$ cat src/rtl/button_pkg.sv
// Shared types and parameter floors for the push-button input stage.
package button_pkg;

  typedef enum logic [1:0] {
    RELEASED   = 2'd0,
    PRESS_WAIT = 2'd1,
    HELD       = 2'd2,
    REL_WAIT   = 2'd3
  } db_state_e;

  // Smallest usable values; anything lower would give zero-width counters
  // or back-to-back step pulses.
  localparam int unsigned DB_CYCLES_MIN     = 2;
  localparam int unsigned REPEAT_DELAY_MIN  = 2;
  localparam int unsigned REPEAT_PERIOD_MIN = 2;

  function automatic int unsigned max_u(input int unsigned a, input int unsigned b);
    return (a > b) ? a : b;
  endfunction

endpackage

$ cat src/rtl/sync_2ff.sv
// 1-bit two-flop synchroniser with asynchronous active-high reset to 0.
module sync_2ff (
  input  logic clk,
  input  logic rst,
  input  logic d,
  output logic q
);

  logic meta;

  always_ff @(posedge clk or posedge rst) begin
    if (rst) begin
      meta <= 1'b0;
      q    <= 1'b0;
    end else begin
      meta <= d;
      q    <= meta;
    end
  end

endmodule

$ cat src/rtl/button_debouncer.sv
// Synchronises and debounces a push-button; emits one step per accepted press
// plus optional auto-repeat pulses while the button stays held.
module button_debouncer
  import button_pkg::*;
#(
  parameter int unsigned DB_CYCLES     = 1_000_000,
  parameter int unsigned REPEAT_DELAY  = 50_000_000,
  parameter int unsigned REPEAT_PERIOD = 10_000_000
) (
  input  logic clk,
  input  logic rst,
  input  logic btn_in,
  input  logic rpt_en,
  output logic btn_level,
  output logic step
);

  localparam int unsigned DB_EFF = max_u(DB_CYCLES, DB_CYCLES_MIN);
  localparam int unsigned RD_EFF = max_u(REPEAT_DELAY, REPEAT_DELAY_MIN);
  localparam int unsigned RP_EFF = max_u(REPEAT_PERIOD, REPEAT_PERIOD_MIN);
  localparam int unsigned DB_W   = $clog2(DB_EFF);
  localparam int unsigned RPT_W  = $clog2(max_u(RD_EFF, RP_EFF));

  localparam logic [DB_W-1:0]  DB_LAST  = DB_W'(DB_EFF - 1);
  localparam logic [DB_W-1:0]  DB_ONE   = DB_W'(1);
  localparam logic [RPT_W-1:0] RD_LAST  = RPT_W'(RD_EFF - 1);
  localparam logic [RPT_W-1:0] RP_LAST  = RPT_W'(RP_EFF - 1);
  localparam logic [RPT_W-1:0] RPT_ONE  = RPT_W'(1);

  logic s;

  db_state_e        state, state_next;
  logic [DB_W-1:0]  db_cnt, db_cnt_next;
  logic [RPT_W-1:0] rpt_cnt, rpt_cnt_next;
  logic [RPT_W-1:0] rpt_target;
  logic             rpt_phase, rpt_phase_next;
  logic             btn_level_next;
  logic             step_next;

  sync_2ff u_sync (
    .clk (clk),
    .rst (rst),
    .d   (btn_in),
    .q   (s)
  );

  always_comb begin
    state_next     = state;
    db_cnt_next    = db_cnt;
    rpt_cnt_next   = '0;
    rpt_phase_next = 1'b0;
    step_next      = 1'b0;
    rpt_target     = rpt_phase ? RP_LAST : RD_LAST;

    case (state)
      RELEASED: begin
        if (s) begin
          state_next  = PRESS_WAIT;
          db_cnt_next = DB_ONE;
        end
      end
      PRESS_WAIT: begin
        if (!s) begin
          state_next  = RELEASED;
          db_cnt_next = '0;
        end else if (db_cnt == DB_LAST) begin
          state_next  = HELD;
          db_cnt_next = '0;
          step_next   = 1'b1;
        end else if (db_cnt != '1) begin
          db_cnt_next = db_cnt + DB_ONE;
        end
      end
      HELD: begin
        if (!s) begin
          state_next  = REL_WAIT;
          db_cnt_next = DB_ONE;
        end else if (rpt_en) begin
          // First pulse waits REPEAT_DELAY, later ones REPEAT_PERIOD.
          if (rpt_cnt == rpt_target) begin
            step_next      = 1'b1;
            rpt_cnt_next   = '0;
            rpt_phase_next = 1'b1;
          end else begin
            rpt_cnt_next   = (rpt_cnt != '1) ? rpt_cnt + RPT_ONE : rpt_cnt;
            rpt_phase_next = rpt_phase;
          end
        end
      end
      REL_WAIT: begin
        if (s) begin
          state_next  = HELD;
          db_cnt_next = '0;
        end else if (db_cnt == DB_LAST) begin
          state_next  = RELEASED;
          db_cnt_next = '0;
        end else if (db_cnt != '1) begin
          db_cnt_next = db_cnt + DB_ONE;
        end
      end
      default: begin
        state_next  = RELEASED;
        db_cnt_next = '0;
      end
    endcase

    btn_level_next = (state_next == HELD) || (state_next == REL_WAIT);
  end

  always_ff @(posedge clk or posedge rst) begin
    if (rst) begin
      state     <= RELEASED;
      db_cnt    <= '0;
      rpt_cnt   <= '0;
      rpt_phase <= 1'b0;
      btn_level <= 1'b0;
      step      <= 1'b0;
    end else begin
      state     <= state_next;
      db_cnt    <= db_cnt_next;
      rpt_cnt   <= rpt_cnt_next;
      rpt_phase <= rpt_phase_next;
      btn_level <= btn_level_next;
      step      <= step_next;
    end
  end

endmodule

$ cat config.mk
export PLATFORM = sky130hd
export DESIGN_NAME = button_debouncer
export DESIGN_NICKNAME = d
export VERILOG_FILES = /design/src/rtl/button_pkg.sv /design/src/rtl/sync_2ff.sv /design/src/rtl/button_debouncer.sv
export SDC_FILE = /design/constraint.sdc
export NUM_CORES = 1
export LEC_CHECK = 0
export CORE_AREA = 2 2 75 77
export DETAILED_ROUTE_END_ITERATION = 16
export DIE_AREA = 0 0 77 79
export PLACE_DENSITY = 0.82
export SETUP_SLACK_MARGIN = 0.3
export SLEW_MARGIN = 20
export SYNTH_ARGS = -nofsm -noshare
export SYNTH_HDL_FRONTEND = slang
export SYNTH_SLANG_ARGS = --single-unit
$ cat constraint.sdc
create_clock -name clk -period 3.3 [get_ports clk]
set_clock_uncertainty 0.05 [all_clocks]
set_input_delay 0.825 -clock clk [delete_from_list [all_inputs] [get_ports clk]]
set_output_delay 0.825 -clock clk [all_outputs]
set_load 0.005 [all_outputs]
==> summary.md, run 1 <==
| Metric | Value |
|---|---|
| Status | `completed` |
| TritonCTS clock tree | `built` |
| Post-Syn Area | `3110 µm²` |
| I/O pins | `6` |
| TNS Setup | `0 ps` |
| Setup WS post-layout | `560 ps` |
| Synth top area cells | `dfrtp_1 (43%), a21oi_1 (4.0%), o21ai_0 (3.7%)` |
| Clock-pin slew on the worst setup and hold paths | `100 ps` |
| Worst Hold Class | `register to register` |
| # rows | `27` |
| Mapped Nets | `353` |
| Reg2reg start | `rpt_cnt[18]` |
| Die Area | `6080 µm²` |
| R2R Setup Slk | `560 ps` |
| Critical Path Sink Type | `register` |
| Effective utilization at floorplan | `0.582` |
| RSZ-0062 raised after global routing | `no` |
| Root Driver | `clkbuf_8` |
| Post-synthesis sequential area ratio | `0.427` |
| Final #Nets | `360` |
| CP required | `3450 ps` |
| CP Launch Type | `register` |
| Post-CTS setup buffers | `0` |
| #FFs+latches synth | `53` |
| Post_cts resized | `0` |
| Hpwl dp | `4830 µm` |
| Detailed Route WL | `6860 µm` |
| First-pass iteration count of the detailed router | `4` |
| GP Congestion | `0.880` |
| Via-to-Cell Ratio | `6.27` |
| Residual DRC | `0` |
| First-pass GRT wire length | `11700 µm` |
| Via count | `2648` |
| Worst setup path endpoint | `rpt_cnt[25]` |
| GRT Util Overall | `0.240` |
| Core area | `5340 µm²` |
| Crit path max fanout | `19` |
| VDD IR max | `0.236 mV` |
| Slew @ Worst Pin | `707 ps` |
| Die width | `77 µm` |
| Post-synth top area share | `0.427` |
| Worst r2r dst | `rpt_cnt[25]` |
| Gr ovfl total | `0` |
| H-tree Lvls | `2` |
| Share of layout cells above drive strength 1 | `0.0657` |
| Clk buf depth | `2` |
| Yosys warns | `0` |
| Die height | `79 µm` |
| Post-layout power | `0.00151 W` |
| Hold Fails Final Rpt | `0` |
| Worst-skew pair later-pin latency | `310 ps` |
| Iteration-0 DRC count of the detailed router | `159` |
| Number of diodes | `0` |
| Dpl ws | `490 ps` |
| CP startpoint | `rpt_cnt[18]` |
| Achievable clock frequency | `365 MHz` |
| FF-to-FF path depth | `6` |
| Final Cycle Share | `0.830` |
| Most common cell in the netlist | `dfrtp_1` |
| Avg WL per Cell | `16.3 µm` |
| Sink Count | `53` |
| CTS buffer count | `5` |
| Syn Area/Cell | `9.09 µm²` |
| Post-synth top cells | `dfrtp_1 (53), nand2_1 (27), a21oi_1 (25), nor2_1 (25), o21ai_0 (23)` |
| Slew Viols, Final | `0` |
| PortBufs | `5` |
| Mapped Cells | `342` |
| Pwr Density | `455 nW/µm²` |
| Post-synth ARST share | `1.00` |
| Top cell type by total area after synthesis | `dfrtp_1` |
| Hold Slack | `324 ps` |
| Post-CTS Hold Buffers | `0` |
| Area grow syn2layout | `6.96%` |
| Number of global-route vias before repair | `2494` |
| Initial antenna violation count | `0` |
| Number of synthesized flops with an enable pin | `0` |
| Worst rel slew slack | `0.528` |
| Leak | `1.25 nW` |
| Critical path arrival | `2890 ps` |
| Top FF cell, synth | `dfrtp_1` |
| WS Path Type | `register to register` |
| Unique masters post-synth | `55` |
| Final setup vio count | `0` |
| Largest net degree at the start of global routing | `35` |
| Remaining antenna violation count after routing | `0` |
| MaxCap Viol Count | `0` |
| Min Tclk post-route | `2740 ps` |
[through the flow]
| stage | instance area, µm² | std cells | util |
|---|---|---|---|
| floorplan | 3110 | 342 | - |
| global route | 3320 | 422 | 0.623 |
| global placement | 3240 | 414 | 0.607 |
| detailed placement | 3240 | 414 | 0.607 |
| finish | 3320 | 422 | 0.623 |
| CTS | 3320 | 422 | 0.623 |
[critical path, stage by stage, from the launching register on]
cell and delay [ps]:
dfrtp_1 460, or4b_1 500, or4_1 490, a2111oi_2 440
nand2b_1 390, buf_12 200, o21ai_0 90
[placed cells by master, fill, tap and decap left out, drive strengths merged, types with 8 or more instances in the layout]
cell type / netlist / layout
or4: 13 / 13
buf: 6 / 8
o21ai: 24 / 24
dfrtp: 53 / 53
nand2: 27 / 27
nor3: 8 / 8
inv: 11 / 11
nand4: 14 / 14
o31ai: 10 / 10
or3: 15 / 15
a21oi: 25 / 25
nor2: 25 / 25
nand3: 21 / 21
[sequential cells by signal, indices dropped and copies added (netlist names)]
signal / flops
rpt_cnt: 26
db_cnt: 20
state: 2
btn_level: 1
rpt_phase: 1
step: 1
u_sync.meta: 1
u_sync.q: 1
[worst min-delay path by stage]
stage	to	slack [ps]	depth (start not counted)	start
after floorplan	u_sync.q	280	0	u_sync.meta
after global placement	u_sync.q	290	0	u_sync.meta
after detailed placement	u_sync.q	290	0	u_sync.meta
after CTS	u_sync.q	330	0	u_sync.meta
after global routing	u_sync.q	330	0	u_sync.meta
final	u_sync.q	320	0	u_sync.meta
[per-layer routing]
layer | GRT usage | part of all wire | vias up | routed length [µm]
met2 | 0.411 | 0.50 | 52 | 3450
li1 | - | - | 1311 | -
met5 | 0 | 0 | - | 0
met3 | 0.0489 | 0.033 | 2 | 229
met4 | 0.0750 | 0.0035 | 0 | 24
met1 | 0.309 | 0.46 | 1283 | 3150
[cell type report]
cell class              instances  area, µm²
clock buffers                   5       68.8
inverters                      11       41.3
fillers                       489       2010
flip-flops and latches         53       1330
clock inverters                 3       17.5
repair buffers                 13        123
multi-input cells             265       1660
well taps                      72       90.1
[power breakdown]
part	switching, W	internal [W]
clock	0.000216	0.000147
sequential	0.0000372	0.000685
combinational	0.000267	0.000161
total	0.000520	0.000993
[kinds of logic after synthesis]
group                    after synthesis  share of synthesized area
XOR/XNOR                              14                     0.0395
multiplexers                           3                     0.0101
adder cells (fa/ha/maj)                7                     0.0282
AND/OR/NAND/NOR                      151                      0.269
AO/OA/AOI/OAI                         90                      0.187
buffers and inverters                 24                     0.0399
flip-flops                            53                      0.427
No activity file was read; power rests on OpenSTA's default activity.
==> inputs of run 2 (changes only) <==
clock period = 2.6 ns   (was 3.3 ns; I/O delays follow)
==> run 2 against run 1 <==
  * Combinational power rose by 34%
  * Setup slack got worse by 130 ps
  * Non-clock buffer count increased by 11
  * Total power increased by 32%
  * Routed wire length rose by 4.8%
  * Cell count is 3.3% higher
  * Clock-buffer cell count up 2
  * Fmax up 26%
  * Sequential power is 27% higher
  * Clock power grew 41%
  * Utilization up 4.1 points
  * Critical path type unchanged
  * Highest routed layer unchanged
==> summary.md, run 2 (synthesis gave the netlist of run 1 again) <==
| Metric | Value |
|---|---|
| Status | `completed` |
| Dpl ws | `94.8 ps` |
| H-tree Lvls | `2` |
| Fillers | `416` |
| Pwr Density | `565 nW/µm²` |
| MaxCap Viol Count | `0` |
| WS Path Type | `register to register` |
| Critical-path top delay cell | `nor4_2` |
| Largest net degree at the start of global routing | `54` |
| Detailed Route WL | `7190 µm` |
| Largest register by flop count | `rpt_cnt` |
| Slew Viols, Final | `0` |
| Via-to-Cell Ratio | `6.59` |
| Iteration-0 DRC count of the detailed router | `404` |
| Crit path max fanout | `5` |
| Via count | `2875` |
| Achievable clock frequency | `460 MHz` |
| Clock-pin slew on the worst setup and hold paths | `100 ps` |
| I/O pins | `6` |
| Multi-input gate area | `1770 µm²` |
| Critical path arrival | `2320 ps` |
| Min Tclk post-route | `2170 ps` |
| Hold Fails Final Rpt | `0` |
| Final Cycle Share | `0.835` |
| Hpwl dp | `4650 µm` |
| Sink Count | `53` |
| Final #Nets | `374` |
| Final setup vio count | `0` |
| CP Launch Type | `register` |
| TNS Setup | `0 ps` |
| Biggest regs | `rpt_cnt: 26 flops, db_cnt: 20 flops, state: 2 flops` |
| Area grow syn2layout | `14.0%` |
| Residual DRC | `0` |
| Avg WL per Cell | `16.5 µm` |
| Effective utilization at floorplan | `0.582` |
| Number of flip-flops in the largest register | `26` |
| Share of layout cells above drive strength 1 | `0.140` |
| Most frequent cells in the layout | `dfrtp_1 (53), nand2_1 (27), a21oi_1 (25), nor2_1 (23), o21ai_0 (22)` |
| VDD IR max | `0.327 mV` |
| TritonCTS clock tree | `built` |
| Post-CTS Hold Buffers | `0` |
| Worst path bufs/invs | `1` |
| Most common cell after layout, fill and taps aside | `dfrtp_1` |
| GRT Util Overall | `0.245` |
| Number of diodes | `0` |
| CP required | `2750 ps` |
| Crit path cell chain | `ha_2, nand4_1, nor4_2, buf_4, nand3b_1, a21oi_1, nor2_1` |
| Clk buf depth | `2` |
| RSZ-0062 raised after global routing | `no` |
| Worst rel slew slack | `0.663` |
| CTS buffer count | `5` |
| Leak | `1.34 nW` |
| CP top delay family | `simple AND/OR/NAND/NOR gates` |
| CP max stage delay | `560 ps` |
| Reg area | `1330 µm²` |
| First-pass iteration count of the detailed router | `5` |
| First-pass GRT wire length | `12200 µm` |
| Gr ovfl total | `0` |
| Die Area | `6080 µm²` |
| Root Driver | `clkbuf_8` |
| GP Congestion | `0.911` |
| Number of global-route vias before repair | `2581` |
| PortBufs | `5` |
| Worst-skew pair later-pin latency | `310 ps` |
| Die height | `79 µm` |
| Slew @ Worst Pin | `493 ps` |
| # rows | `27` |
| Critical Path Sink Type | `register` |
| Core area | `5340 µm²` |
| Die width | `77 µm` |
| Worst Hold Class | `register to register` |
| Setup WS post-layout | `428 ps` |
| Remaining antenna violation count after routing | `0` |
| Initial antenna violation count | `0` |
## run 2: cell count changes in the layout (fill, tap and decap cells not counted), sizes merged
cell      before  now
clkinvlp       1    0
nand2b         1    4
buf            8   19
clkinv         2    1
clkbuf         5    7
## run 2: final cells by class
type / count / area share
flip-flops and latches: 53 / 0.374
clock inverters: 1 / 0.00141
repair buffers: 24 / 0.0600
clock buffers: 7 / 0.0272
well taps: 72 / 0.0254
inverters: 11 / 0.0116
multi-input cells: 268 / 0.500
## run 2: final timing paths
path                               end  cells past startpoint  slack [ps]        start
min                           u_sync.q                      0         340  u_sync.meta
max                         db_cnt[16]                      7         430    db_cnt[0]
min reg2reg                   u_sync.q                      0         340  u_sync.meta
max in group asynchronous  rpt_cnt[10]                      3        1590          rst
min in group asynchronous    rpt_phase                      3         660          rst
max reg2reg                 db_cnt[16]                      7         430    db_cnt[0]
## run 2: per-layer routing
metal  part of all wire  track usage  wire [µm]
met1               0.45        0.358       3250
met2               0.46        0.385       3340
met3              0.071       0.0420        508
met4              0.013       0.0571         95
met5                  0            0          0
## run 2: where the power goes
| part | switching [W] | total (W) | internal [W] | leakage (nW) |
|---|---|---|---|---|
| Combinational | 0.000350 | 0.000572 | 0.000222 | 0.560 |
| Clock | 0.000271 | 0.000512 | 0.000241 | 0.0542 |
| Sequential | 0.0000474 | 0.000917 | 0.000870 | 0.727 |
| Total | 0.000668 | 0.00200 | 0.00133 | 1.34 |
## run 2: timing repair
action	4_1_cts	5_1_grt
gates cloned	3	0
pin swaps	2	6
setup buffers	3	3
setup endpoints to repair	27	36
resized for setup	7	13
## run 2: metrics by stage
stage,cells,instance area [µm²],utilization,hold WS [ps],total power (W)
4_1_cts,433,3480,0.652,327,0.00200
6_report,436,3540,0.664,335,0.00200
2_1_floorplan,342,3130,-,281,0.00131
5_1_grt,436,3540,0.664,339,0.00212
3_5_place_dp,419,3300,0.618,292,0.00147
3_3_place_gp,419,3300,0.618,294,0.00145
